`src/rtl/mem_access_stage_if.sv`:
```
// Shared opcode/bus definitions and the EX / data-memory / writeback bundle of the MEM stage.
// The stage itself uses the master modport; its environment uses the slave modport.
package mem_access_pkg;
  localparam logic [6:0] OP_LW   = 7'b0000011;
  localparam logic [6:0] OP_SW   = 7'b0100011;
  localparam logic [6:0] OP_ALUR = 7'b0110011;
  localparam logic [6:0] OP_ALUI = 7'b0010011;

  typedef struct packed {
    logic [6:0]  opcode;
    logic [4:0]  rd;
    logic [31:0] wb_value;
  } mem_wb_bus_t;
endpackage

interface mem_access_stage_if;
  import mem_access_pkg::*;

  logic        ex_valid;
  logic        ex_ready;
  logic [6:0]  ex_opcode;
  logic [4:0]  ex_rd;
  logic [31:0] ex_alu_result;
  logic [31:0] ex_store_data;

  logic        dmem_req_valid;
  logic        dmem_req_ready;
  logic        dmem_req_we;
  logic [31:0] dmem_req_addr;
  logic [31:0] dmem_req_wdata;
  logic        dmem_resp_valid;
  logic [31:0] dmem_resp_rdata;

  mem_wb_bus_t mem_wb_bus;
  logic        misaligned;

  modport master (
    input  ex_valid, ex_opcode, ex_rd, ex_alu_result, ex_store_data,
    input  dmem_req_ready, dmem_resp_valid, dmem_resp_rdata,
    output ex_ready, dmem_req_valid, dmem_req_we, dmem_req_addr, dmem_req_wdata,
    output mem_wb_bus, misaligned
  );

  modport slave (
    output ex_valid, ex_opcode, ex_rd, ex_alu_result, ex_store_data,
    output dmem_req_ready, dmem_resp_valid, dmem_resp_rdata,
    input  ex_ready, dmem_req_valid, dmem_req_we, dmem_req_addr, dmem_req_wdata,
    input  mem_wb_bus, misaligned
  );
endinterface

```
`src/rtl/mem_access_stage.sv`:
```
// MEM pipeline stage: ALU results pass through in one cycle, LW/SW run one data-memory
// transaction at a time while EX is stalled; idle cycles emit NOP bubbles to the regfile.
module mem_access_stage
  import mem_access_pkg::*;
#(
  parameter logic [6:0] NOP_OPCODE = 7'b0000000
) (
  input  logic               clk_i,
  input  logic               rst_ni,
  mem_access_stage_if.master stage_io
);

  typedef enum logic [1:0] {
    IDLE,
    REQ,
    WAIT
  } state_t;

  state_t      state_q, state_d;
  logic        we_q, we_d;
  logic [31:0] addr_q, addr_d;
  logic [31:0] wdata_q, wdata_d;
  logic [4:0]  rd_q, rd_d;
  mem_wb_bus_t wb_q, wb_d;
  logic        mis_q, mis_d;

  always_ff @(posedge clk_i or negedge rst_ni) begin
    if (!rst_ni) begin
      state_q <= IDLE;
      we_q    <= 1'b0;
      addr_q  <= 32'd0;
      wdata_q <= 32'd0;
      rd_q    <= 5'd0;
      wb_q    <= {NOP_OPCODE, 5'd0, 32'd0};
      mis_q   <= 1'b0;
    end else begin
      state_q <= state_d;
      we_q    <= we_d;
      addr_q  <= addr_d;
      wdata_q <= wdata_d;
      rd_q    <= rd_d;
      wb_q    <= wb_d;
      mis_q   <= mis_d;
    end
  end

  always_comb begin
    state_d = state_q;
    we_d    = we_q;
    addr_d  = addr_q;
    wdata_d = wdata_q;
    rd_d    = rd_q;
    wb_d    = {NOP_OPCODE, 5'd0, 32'd0};
    mis_d   = 1'b0;

    case (state_q)
      IDLE: begin
        if (stage_io.ex_valid) begin
          case (stage_io.ex_opcode)
            OP_ALUR, OP_ALUI: begin
              wb_d = {stage_io.ex_opcode, stage_io.ex_rd, stage_io.ex_alu_result};
            end
            OP_LW, OP_SW: begin
              if (stage_io.ex_alu_result[1:0] == 2'b00) begin
                we_d    = (stage_io.ex_opcode == OP_SW);
                addr_d  = {stage_io.ex_alu_result[31:2], 2'b00};
                wdata_d = stage_io.ex_store_data;
                rd_d    = stage_io.ex_rd;
                state_d = REQ;
              end else begin
                mis_d = 1'b1;
              end
            end
            default: ;
          endcase
        end
      end
      // Stores are posted: the request handshake completes them.
      REQ: begin
        if (stage_io.dmem_req_ready) begin
          state_d = we_q ? IDLE : WAIT;
        end
      end
      WAIT: begin
        if (stage_io.dmem_resp_valid) begin
          wb_d    = {OP_LW, rd_q, stage_io.dmem_resp_rdata};
          state_d = IDLE;
        end
      end
      default: state_d = IDLE;
    endcase
  end

  assign stage_io.ex_ready       = (state_q == IDLE);
  assign stage_io.dmem_req_valid = (state_q == REQ);
  assign stage_io.dmem_req_we    = we_q;
  assign stage_io.dmem_req_addr  = addr_q;
  assign stage_io.dmem_req_wdata = wdata_q;
  assign stage_io.mem_wb_bus     = wb_q;
  assign stage_io.misaligned     = mis_q;

endmodule

```
`src/flat_wrapper.sv`:
```
// flat-port wrapper written by rule: the top's interface ports become plain ports
module mem_access_stage_flat import mem_access_pkg::*;
#(
  parameter logic [6:0] NOP_OPCODE = 7'b0000000
)
  (clk_i, rst_ni, stage_io_ex_valid, stage_io_ex_opcode, stage_io_ex_rd, stage_io_ex_alu_result, stage_io_ex_store_data, stage_io_dmem_req_ready, stage_io_dmem_resp_valid, stage_io_dmem_resp_rdata, stage_io_ex_ready, stage_io_dmem_req_valid, stage_io_dmem_req_we, stage_io_dmem_req_addr, stage_io_dmem_req_wdata, stage_io_mem_wb_bus, stage_io_misaligned);
  mem_access_stage_if stage_io_i ();
  input  logic clk_i;
  input  logic rst_ni;
  input wire logic [$bits(stage_io_i.ex_valid)-1:0] stage_io_ex_valid;
  input wire logic [$bits(stage_io_i.ex_opcode)-1:0] stage_io_ex_opcode;
  input wire logic [$bits(stage_io_i.ex_rd)-1:0] stage_io_ex_rd;
  input wire logic [$bits(stage_io_i.ex_alu_result)-1:0] stage_io_ex_alu_result;
  input wire logic [$bits(stage_io_i.ex_store_data)-1:0] stage_io_ex_store_data;
  input wire logic [$bits(stage_io_i.dmem_req_ready)-1:0] stage_io_dmem_req_ready;
  input wire logic [$bits(stage_io_i.dmem_resp_valid)-1:0] stage_io_dmem_resp_valid;
  input wire logic [$bits(stage_io_i.dmem_resp_rdata)-1:0] stage_io_dmem_resp_rdata;
  output wire logic [$bits(stage_io_i.ex_ready)-1:0] stage_io_ex_ready;
  output wire logic [$bits(stage_io_i.dmem_req_valid)-1:0] stage_io_dmem_req_valid;
  output wire logic [$bits(stage_io_i.dmem_req_we)-1:0] stage_io_dmem_req_we;
  output wire logic [$bits(stage_io_i.dmem_req_addr)-1:0] stage_io_dmem_req_addr;
  output wire logic [$bits(stage_io_i.dmem_req_wdata)-1:0] stage_io_dmem_req_wdata;
  output wire logic [$bits(stage_io_i.mem_wb_bus)-1:0] stage_io_mem_wb_bus;
  output wire logic [$bits(stage_io_i.misaligned)-1:0] stage_io_misaligned;
  assign stage_io_i.ex_valid = stage_io_ex_valid;
  assign stage_io_i.ex_opcode = stage_io_ex_opcode;
  assign stage_io_i.ex_rd = stage_io_ex_rd;
  assign stage_io_i.ex_alu_result = stage_io_ex_alu_result;
  assign stage_io_i.ex_store_data = stage_io_ex_store_data;
  assign stage_io_i.dmem_req_ready = stage_io_dmem_req_ready;
  assign stage_io_i.dmem_resp_valid = stage_io_dmem_resp_valid;
  assign stage_io_i.dmem_resp_rdata = stage_io_dmem_resp_rdata;
  assign stage_io_ex_ready = stage_io_i.ex_ready;
  assign stage_io_dmem_req_valid = stage_io_i.dmem_req_valid;
  assign stage_io_dmem_req_we = stage_io_i.dmem_req_we;
  assign stage_io_dmem_req_addr = stage_io_i.dmem_req_addr;
  assign stage_io_dmem_req_wdata = stage_io_i.dmem_req_wdata;
  assign stage_io_mem_wb_bus = stage_io_i.mem_wb_bus;
  assign stage_io_misaligned = stage_io_i.misaligned;
  mem_access_stage #(.NOP_OPCODE(NOP_OPCODE)) u_core (.clk_i(clk_i), .rst_ni(rst_ni), .stage_io(stage_io_i));
endmodule
```
`config.mk`:
```
export PLATFORM = sky130hd
export DESIGN_NAME = mem_access_stage_flat
export DESIGN_NICKNAME = d
export VERILOG_FILES = /design/src/rtl/mem_access_stage_if.sv /design/src/rtl/mem_access_stage.sv /design/src/flat_wrapper.sv
export SDC_FILE = /design/constraint.sdc
export NUM_CORES = 1
export LEC_CHECK = 0
export ABC_AREA = 1
export BUFFER_PORTS_ARGS = -buffer_cell sky130_fd_sc_hd__buf_2
export CAP_MARGIN = 20
export CORE_MARGIN = 4
export CORE_UTILIZATION = 25
export DETAILED_ROUTE_END_ITERATION = 10
export GPL_TIMING_DRIVEN = 0
export SYNTH_ARGS = -nofsm -noshare
export SYNTH_HDL_FRONTEND = slang
export SYNTH_SLANG_ARGS = --single-unit
```
`constraint.sdc`:
```
create_clock -name clk_i -period 1.3 [get_ports clk_i]
set_input_delay 0.195 -clock clk_i [delete_from_list [all_inputs] [get_ports clk_i]]
set_output_delay 0.195 -clock clk_i [all_outputs]
set_load 0.05 [all_outputs]
```
# Word level (Yosys, flattened, before mapping)
# Cells that the tools add are included.
[op_classes] addsub=0 mul=0 div=0 order_cmp=0 eq_ne=11 n_shift=0 n_mux=15 n_bitwise=0 n_reduce_logical=6
[ops] cell="44-bit two-way mux" n=2
[ops] cell="44-bit one-hot mux with 2 select lines" n=1
[ops] cell="39-bit two-way mux" n=1
[ops] cell="7-bit by 6-bit == test with 1-bit output, second input constant" n=2
[ops] cell="2-bit two-way mux" n=6
[ops] cell="7-bit by 2-bit == test with 1-bit output, second input constant" n=1
[ops] cell="7-bit by 5-bit == test with 1-bit output, second input constant" n=1
[ops] cell="2-bit inequality test, second input constant" n=3
[ops] cell="2-bit one-hot mux with 3 select lines" n=1
[ops] cell="5-bit AND reduction" n=1
[ops] cell="2-bit zero test" n=2
[ops] cell="1-bit two-way mux" n=4
[ops] cell="2-bit by 1-bit inequality test with 1-bit output, second input constant" n=2
[ops] cell="4-bit AND reduction" n=1
[ops] cell="2-bit OR reduction" n=2
[ops] cell="2-bit by 1-bit == test with 1-bit output, second input constant" n=1
[ops] cell="2-bit == test, second input constant" n=1
[totals] regBits=115 latch_bits=0 ramBits=0 rom_bits=0 input_bits=113 out_inout_bits=112 memories=0

# Logic depth before layout (Yosys ltp)
# Gate-level depths: netlist of run 1.
[logic_depth] ltp_word=5 ltp_mapped=9 depth_no_buf=7

# Worst setup path before layout of run 1
# Ideal clock, no wire load.
[synth_timing] kind="register to register" start="register u_core.state_q[1]" end="register u_core.state_q[1]" setup_time_ns=0.127 arrival_time_ns=1.449 setup_slack_ns=-0.276 path_stages_with_launch=5 synth_period_minus_slack_ns=1.576 path_cell_list="dfrtp_1 -> nor2_1 -> nand2_1 -> nand3_1 -> o21ai_0"
[synth_between] elab_chain_len=3 word_cells_on_any_way=10 classes_between="7 x eq/ne; 1 x mux; 2 x reduce/logical"
[synth_lines] item="start, declared" line_no="mem_access_stage.sv:19" rtl="state_t state_q, state_d;"
[synth_lines] item="start signal, assigned" line_no="mem_access_stage.sv:37" rtl="state_q <= state_d;"
[synth_lines] item="2-bit zero test (*)"
[synth_lines] item="net stage_io_ex_ready" line_no="flat_wrapper.sv:18" rtl="output wire logic [$bits(stage_io_i.ex_ready)-1:0] stage_io_ex_ready;"
[synth_lines] item="2-bit by 1-bit inequality test with 1-bit output (no line) or 2-bit inequality test (tied branches)"
[synth_lines] item="5-bit AND reduction (no line)"
# Mark *: on every way through the listed nets, which the timed path passes. The rest lies on a longest branch.
# A chain may end at the register's enable or synchronous reset.

# Worst setup path in the final report of run 1
[layout_timing] start="register u_core.state_q[1]" end="output port stage_io_ex_ready"
[layout_between] elab_chain_len=1
[layout_lines] item="2-bit zero test" line_no="mem_access_stage.sv:94" rtl="assign stage_io.ex_ready = (state_q == IDLE);"
[layout_lines] item="end, declared" line_no="flat_wrapper.sv:18"
# No other way between the ends.

==> flow_metrics.tcl, run 1 <==
set metrics [dict create \
    cp_slowest_stage_delay_ps 440 \
    antennaDiodeCount 0 \
    multi_input_area_um2 1790 \
    critPathLaunchType "register" \
    worstHoldPathType "in -> reg" \
    instances_no_fill 1081 \
    synth_enable_flop_cells 0 \
    post-place-ws_ps -301 \
    p_leak_uw 0.00473 \
    antenna_found_initial 1 \
    synth_cell_types 19 \
    fin_area_um2 8190 \
    grt-ovfl-total 0 \
    powerDensity_nw_per_um2 1160 \
    yosys_warnings 0 \
    routed_wl_mm 16.5 \
    drc 0 \
    arrival_ps 1250 \
    start_util_pct 25.4 \
    viasPerCell 4.24 \
    clkSinkCount 115 \
    synth_common_cells "252 x nand2_1, 115 x dfrtp_1, 73 x nand3_1" \
    drtIter0Drc 140 \
    cts_buffers 17 \
    rsz0062_at_grt "yes" \
    pin_count 225 \
    syn_area_per_cell_um2 8.98 \
    port_buffers 222 \
    synth.top_cell.area_share_pct 63.1 \
    violations "negative setup slack" \
    final_nets 953 \
    gp_congestion 0.759 \
    dr.pass1.iters 6 \
    ir_drop_mv 0.827 \
    setup_viol 95 \
    rows 49 \
    worst_hold_slack_ps 13.2 \
    hold_violations 0 \
    ctsHtreeMaxLevel 4 \
    crit_required_ps 1110 \
    yosysSeqAreaShare_pct 63.1 \
    ys_ff_latch 115 \
    dieArea_um2 20500 \
    rrSetupSlack_ps -130 \
    cpMaxStageDelayCell "dfrtp_2" \
    outcome "finished, violations left" \
    crit_chain "buf_12 > nor2_4 > buf_8" \
    syn_area_um2 4560 \
    fillers 1737 \
    cts_tree "yes" \
    first_global_vias 4823 \
    postRouteAntennaNets 0 \
    max_cap_viol_count 0 \
    drive_gt1_share_pct 49.4 \
    synthArstFlopShare_pct 100 \
    wl_per_cell_um 15.2 \
    synthToLayoutAreaGrowth_pct 79.4 \
    postSynthCellCount 508 \
    cts.reportedPaths.clkPinSlew_ps 50 \
    synthTopCellsByArea "dfrtp_1 63%, nand2_1 21%, nand3_1 8.0%" \
    worst_pin_slew_ps 555 \
    final.setup.worst_slack_ps -142 \
    final_util_pct 45.6 \
    seq_area_um2 2880 \
    cts_max_path_buffers 2 \
    path_max_fanout 3 \
    dp.cells 964 \
    vias 4584 \
    die-height_um 143 \
    cts-root-buf "clkbuf_16" \
    synth_most_common_cell "nand2_1" \
    drv_slew 0 \
    track_usage_pct 15.7 \
    path_class "reg -> out" \
    max_freq_ghz 0.694 \
    end_kind "primary output" \
    layout_min_cycle_time_ps 1440 \
    die_w_um 143 \
    coreArea_um2 18000 \
    synth_ff_type "dfrtp_1" \
    fin_skew_ps 4.92 \
    detailed_place.area_um2 6020 \
    grt_pass1_wl_mm 25.0 \
    place_hpwl_mm 10.6 \
    path_buf_inv 2 \
    worstSkewPairLatency_ps 410 \
    fin_crit_sh_pct 111 \
    grt_max_degree 59 \
    netlist.top_cell.by_area "dfrtp_1" \
    crit_family "flip-flops" \
    slew_headroom_pct 63.0 \
]
power breakdown:
part | internal, uW | switching [uW]
sequential | 3690 | 65.6
clock | 2890 | 1640
combinational | 449 | 742
per-layer routing:
| layer | global-route usage [%] | wire length (um) |
|---|---|---|
| met1 | 18.9 | 6770 |
| met2 | 26.0 | 8130 |
| met3 | 5.49 | 1230 |
| met4 | 5.65 | 328 |
| met5 | 0 | 13 |
layout by cell type, fill, tap and decap left out, types with 14 or more instances in the layout:
cell           synthesis  final
dfrtp_1              115    112
buf_2                 12    210
nand2_2                3     72
nand2_4                0     14
nand3_1               73     65
dlygate4sd3_1          0     57
buf_4                 14     14
nand2_1              252    169
clkbuf_16              0     24
buf_6                  2     20
path summary, 6_finish.rpt:
kind	from	to	depth (start not counted)
max	u_core.state_q[1]	stage_io_ex_ready	3
min	stage_io_dmem_resp_rdata[22]	u_core.stage_io.mem_wb_bus[22]	3
max reg2reg	u_core.state_q[1]	u_core.stage_io.dmem_req_wdata[26]	8
min reg2reg	u_core.stage_io.dmem_req_wdata[2]	u_core.stage_io.dmem_req_wdata[2]	2
max in group asynchronous	rst_ni	u_core.state_q[0]	3
min in group asynchronous	rst_ni	u_core.stage_io.dmem_req_wdata[13]	2
flip-flops by register name, summed over array words and instances, names as in the netlist:
register	flops
u_core.stage_io.dmem_req_wdata	32
u_core.stage_io.dmem_req_we	1
u_core.stage_io.mem_wb_bus	44
u_core.stage_io.misaligned	1
u_core.stage_io.dmem_req_addr	30
u_core.state_q	2
u_core.rd_q	5
stage by stage:
step,power [uW],setup TNS [ps]
after global placement,4720,-191780
after floorplan,4310,-333
final,9480,-6790
after global routing,9900,-14240
after CTS,9550,-7340
after detailed placement,4740,-21340
area by class of cell:
| type | instances | area share (%) |
|---|---|---|
| Timing Repair Buffer | 311 | 27.4 |
| Multi-Input combinational cell | 350 | 21.9 |
| Tap cell | 229 | 3.50 |
| Clock inverter | 10 | 1.33 |
| Sequential cell | 115 | 35.2 |
| Inverter | 17 | 0.963 |
| Buffer | 28 | 4.08 |
| Clock buffer | 21 | 5.63 |
what timing repair did:
item | CTS | global route
buffers inserted | 19 | 3
pin swaps | 28 | 27
endpoints found under the hold margin | 94 | 1
endpoints found under the setup margin | 107 | 115
resized for setup | 98 | 112
cloned | 5 | 7
hold buffers | 56 | 1
worst min-delay path, stage by stage:
cell and delay (ps):
buf_2 80, nand2_1 50, nand2_2 50
logic make-up (layout without fill, tap and decap cells):
logic type | after synthesis | count (layout) | share of synthesized area (%)
AO/OA/AOI/OAI | 4 | 4 | 0.494
AND/OR/NAND/NOR | 341 | 341 | 30.7
other | 1 | 5 | 0.0822
buffers and inverters | 47 | 387 | 5.68
flip-flops | 115 | 115 | 63.1
Power figures use the tool's default switching activity.
==> run 2, diff against run 1 <==
CORE_ASPECT_RATIO = 0.9   (was default)
PLACE_DENSITY = 0.53   (was default)
==> flow_metrics.tcl, run 2 (synthesized netlist as in run 1, its figures left out) <==
set metrics [dict create \
    track_usage_pct 15.5 \
    die_w_um 150 \
    clkSinkCount 115 \
    antenna_found_initial 0 \
    hold_violations 0 \
    ir_drop_mv 0.798 \
    timing.rr.start "u_core.state_q[1]" \
    synthToLayoutAreaGrowth_pct 71.3 \
    end_kind "primary output" \
    outcome "finished, violations left" \
    ctsHtreeMaxLevel 4 \
    gp_congestion 0.746 \
    die-height_um 136 \
    vias 4460 \
    min_from "stage_io_ex_store_data[25]" \
    grt_max_degree 63 \
    fillers 1789 \
    viasPerCell 4.09 \
    fin_skew_ps 7.61 \
    r2r_end "u_core.stage_io.mem_wb_bus[26]" \
    start_util_pct 25.7 \
    crit_required_ps 1110 \
    max_cap_viol_count 0 \
    antennaDiodeCount 0 \
    pin_count 225 \
    slew_headroom_pct 64.0 \
    violations "negative setup slack" \
    powerDensity_nw_per_um2 1240 \
    layout_min_cycle_time_ps 1460 \
    drc 0 \
    drive_gt1_share_pct 40.4 \
    p_leak_uw 0.00460 \
    final_common_cell "nand2_1" \
    cts_buffers 17 \
    mostFrequentLayoutCells "227 x nand2_1, 218 x buf_2, 113 x dfrtp_1, 73 x nand3_1, 67 x dlygate4sd3_1" \
    post-place-ws_ps -347 \
    grt_pass1_wl_mm 24.6 \
    rsz0062_at_grt "yes" \
    setup_viol 107 \
    path_max_fanout 4 \
    cts_max_path_buffers 2 \
    drv_slew 0 \
    first_global_vias 4542 \
    postRouteAntennaNets 0 \
    drtIter0Drc 223 \
    wl_per_cell_um 14.3 \
    grt-ovfl-total 0 \
    critPathLaunchType "register" \
    hold_end "u_core.stage_io.dmem_req_wdata[25]" \
    cts_tree "yes" \
    coreArea_um2 17800 \
    instances_no_fill 1091 \
    hold_depth 3 \
    fin_crit_sh_pct 112 \
    worst_pin_slew_ps 539 \
    port_buffers 222 \
    rrSetupSlack_ps -150 \
    power_uw 9670 \
    rows 46 \
    place_hpwl_mm 10.6 \
    worstSkewPairLatency_ps 410 \
    final.setup.worst_slack_ps -160 \
    largest_reg_flops 44 \
    dieArea_um2 20500 \
    path_class "reg -> out" \
    worstHoldPathType "in -> reg" \
    final_nets 952 \
    worst_hold_slack_ps 17.9 \
    arrival_ps 1270 \
    r2r_cells 8 \
    max_freq_ghz 0.685 \
    dr.pass1.iters 4 \
    cts.reportedPaths.clkPinSlew_ps 60 \
    cts-root-buf "clkbuf_16" \
    tns_ps -10430 \
    dp.cells 975 \
    routed_wl_mm 15.6 \
]
## run 2: cell count changes in the layout (fill, tap and decap cells not counted), moves of 10 or more
cell and change:
buf_6 -10, nand2_1 +58, nand2_2 -54, dlygate4sd3_1 +10
## run 2: what timing repair did
item | in CTS | in global routing
buffers inserted | 11 | 7
setup endpoints to repair | 107 | 113
hold buffers | 67 | 0
resized for setup | 57 | 45
pin swaps | 6 | 7
hold endpoints to repair | 95 | 0
gates cloned | 0 | 1
## run 2: layer usage
| layer | global-route usage [%] | wire length, um | vias to the layer above |
|---|---|---|---|
| met2 | 24.3 | 7400 | 150 |
| li1 | - | - | 2238 |
| met5 | 0 | 0 | - |
| met1 | 19.8 | 6760 | 2057 |
| met4 | 4.42 | 187 | 0 |
| met3 | 6.23 | 1250 | 15 |
## run 2: worst max-delay path by stage
stage	start	end	slack (ps)	cells after the start
2_1_floorplan	u_core.state_q[0]	u_core.stage_io.dmem_req_wdata[10]	-20	8
3_3_place_gp	rst_ni	u_core.stage_io.dmem_req_addr[19]	-1570	1
3_5_place_dp	u_core.state_q[0]	u_core.stage_io.dmem_req_wdata[22]	-350	8
4_1_cts	u_core.state_q[0]	u_core.stage_io.dmem_req_wdata[16]	-150	8
5_1_grt	u_core.state_q[1]	u_core.stage_io.dmem_req_wdata[16]	-240	8
6_report	u_core.state_q[0]	stage_io_dmem_req_valid	-160	4
## run 2: cell type report
cell class	count	area, um^2	share of cell area (%)
clock inverter	10	131	1.68
inverter	17	78.8	1.01
tap	240	300	3.84
buffer	29	287	3.67
multi-input combinational	350	1590	20.3
timing repair buffer	309	2080	26.6
clock buffer	21	470	6.02
sequential	115	2880	36.9
## run 2: metrics by stage
stage	cell area (um^2)	util, %
after floorplan	4590	-
after global placement	6000	33.7
after detailed placement	6030	33.9
after CTS	7580	42.6
after global routing	7820	43.9
final	7820	43.9
## run 2: power breakdown
| part | switching [uW] | leakage, uW | internal, uW |
|---|---|---|---|
| clock | 1650 | 0.000298 | 3140 |
| combinational | 716 | 0.00272 | 418 |
| sequential | 54.7 | 0.00158 | 3690 |
| total | 2420 | 0.00460 | 7250 |
## run 2: critical path, cell delays in order (launching register included)
cell and delay (ps):
dfrtp_2 430, inv_4 60, buf_12 120, nor2_4 90, buf_8 150
==> run 3, diff against run 2 <==
CORE_ASPECT_RATIO = default   (was 0.9)
==> flow_metrics.tcl, run 3 (synthesized netlist as in run 1, its figures left out) <==
set metrics [dict create \
    antenna_found_initial 0 \
    worstHoldPathType "in -> reg" \
    layout_min_cycle_time_ps 1440 \
    synthToLayoutAreaGrowth_pct 81.2 \
    rows 49 \
    die-height_um 143 \
    critPathLaunchType "register" \
    final_common_cell "buf_2" \
    worst_pin_slew_ps 526 \
    cpMaxStageDelayCell "dfrtp_2" \
    instances_no_fill 1093 \
    p_leak_uw 0.00475 \
    cts_buffers 17 \
    die_w_um 143 \
    tns_ps -9440 \
    port_buffers 222 \
    cts_tree "yes" \
    cts.reportedPaths.clkPinSlew_ps 50 \
    max_cap_viol_count 0 \
    powerDensity_nw_per_um2 1180 \
    fin_crit_sh_pct 111 \
    cts-root-buf "clkbuf_16" \
    routed_wl_mm 16.3 \
    pin_count 225 \
    start_util_pct 25.4 \
    dr.pass1.iters 4 \
    slew_headroom_pct 64.9 \
    hold_violations 0 \
    gp_congestion 0.771 \
    end_kind "register" \
    drv_slew 0 \
    mostFrequentLayoutCells "209 x buf_2, 178 x nand2_1, 113 x dfrtp_1, 72 x nand3_1, 65 x dlygate4sd3_1" \
    antennaDiodeCount 0 \
    fillers 1709 \
    dieArea_um2 20500 \
    dp.cells 964 \
    postRouteAntennaNets 0 \
    crit_required_ps 1590 \
    final.setup.worst_slack_ps -141 \
    place_hpwl_mm 10.5 \
    outcome "finished, violations left" \
    violations "negative setup slack" \
    final_nets 964 \
    cp_slowest_stage_delay_ps 430 \
    fin_skew_ps 5.71 \
    path_max_fanout 5 \
    largest_reg_flops 44 \
    cts_max_path_buffers 2 \
    setup_viol 106 \
    drtIter0Drc 177 \
    power_uw 9740 \
    worstSkewPairLatency_ps 400 \
    vias 4644 \
    viasPerCell 4.25 \
    crit_chain "inv_2 > nand2_4 > nor2_4 > buf_12 > nand2_8 > buf_12 > clkbuf_16 > nand2_4 > nand2_2" \
    drive_gt1_share_pct 47.0 \
    arrival_ps 1730 \
    grt_max_degree 64 \
    rsz0062_at_grt "yes" \
    path_class "reg -> reg" \
    first_global_vias 4838 \
    coreArea_um2 18000 \
    grt_pass1_wl_mm 25.2 \
    clkSinkCount 115 \
    max_freq_ghz 0.694 \
    final_util_pct 46.0 \
    track_usage_pct 15.7 \
    ctsHtreeMaxLevel 4 \
    post-place-ws_ps -344 \
    wl_per_cell_um 14.9 \
    grt-ovfl-total 0 \
    drc 0 \
    ir_drop_mv 0.832 \
]
run 3: changes by cell type in the layout (fill, tap and decap cells not counted), sizes merged:
| cell | before | now |
|---|---|---|
| inv | 16 | 17 |
| clkinvlp | 1 | 2 |
| buf | 264 | 266 |
| clkbuf | 28 | 40 |
| dlygate4sd3 | 67 | 65 |
| clkinv | 7 | 6 |
run 3: repair_timing:
action | 4_1_cts | 5_1_grt
endpoints found under the setup margin | 107 | 109
gates cloned | 4 | 6
hold buffers | 65 | 0
endpoints found under the hold margin | 90 | 0
buffers inserted | 19 | 5
resized for setup | 104 | 83
pin swaps | 5 | 15
run 3: stage by stage:
step           hold slack, ps  instance area (um^2)
6_report                 21.7                  8270
5_1_grt                  8.96                  8270
4_1_cts                  1.64                  7850
3_5_place_dp              186                  6020
3_3_place_gp              397                  5980
2_1_floorplan            -101                  4590
run 3: worst paths after layout:
check                      slack, ps                              start                                 end  cells after the start
setup / recovery                -140                  u_core.state_q[1]   u_core.stage_io.dmem_req_wdata[3]                      9
hold / removal                    20         stage_io_ex_alu_result[20]      u_core.stage_io.mem_wb_bus[20]                      3
setup reg to reg                -140                  u_core.state_q[1]   u_core.stage_io.dmem_req_wdata[3]                      9
hold reg to reg                  470  u_core.stage_io.dmem_req_addr[26]   u_core.stage_io.dmem_req_addr[26]                      2
max in group asynchronous        290                             rst_ni                   u_core.state_q[0]                      3
min in group asynchronous        310                             rst_ni  u_core.stage_io.dmem_req_wdata[13]                      2
run 3: power breakdown:
part / leakage, uW / internal, uW / switching (uW) / total, uW
combinational: 0.00287 / 474 / 739 / 1210
clock: 0.000296 / 3150 / 1620 / 4770
sequential: 0.00158 / 3690 / 66.9 / 3760
run 3: layout make-up:
cell class	count	area, um^2	area share, %
Timing Repair inverter	1	11.3	0.136
Clock buffer	22	474	5.74
Clock inverter	10	130	1.57
Buffer	29	354	4.28
Timing Repair Buffer	320	2290	27.7
Sequential cell	115	2880	34.8
Multi-Input combinational cell	350	1760	21.3
Tap cell	229	287	3.47
Inverter	17	78.8	0.954
run 3: critical path, delay by kind of cell (launching register included):
| family | cells | cell delay, ps |
|---|---|---|
| buffers and inverters | 4 | 540 |
| AND/OR/NAND/NOR | 5 | 340 |
| flip-flops | 1 | 430 |
run 3: metal layers:
| metal | vias up | routed length (um) | global-route usage [%] |
|---|---|---|---|
| li1 | 2271 | - | - |
| met1 | 2217 | 6840 | 18.9 |
| met2 | 145 | 8130 | 26.7 |
| met3 | 11 | 1200 | 5.56 |
| met4 | 0 | 160 | 4.10 |
| met5 | - | 0 | 0 |
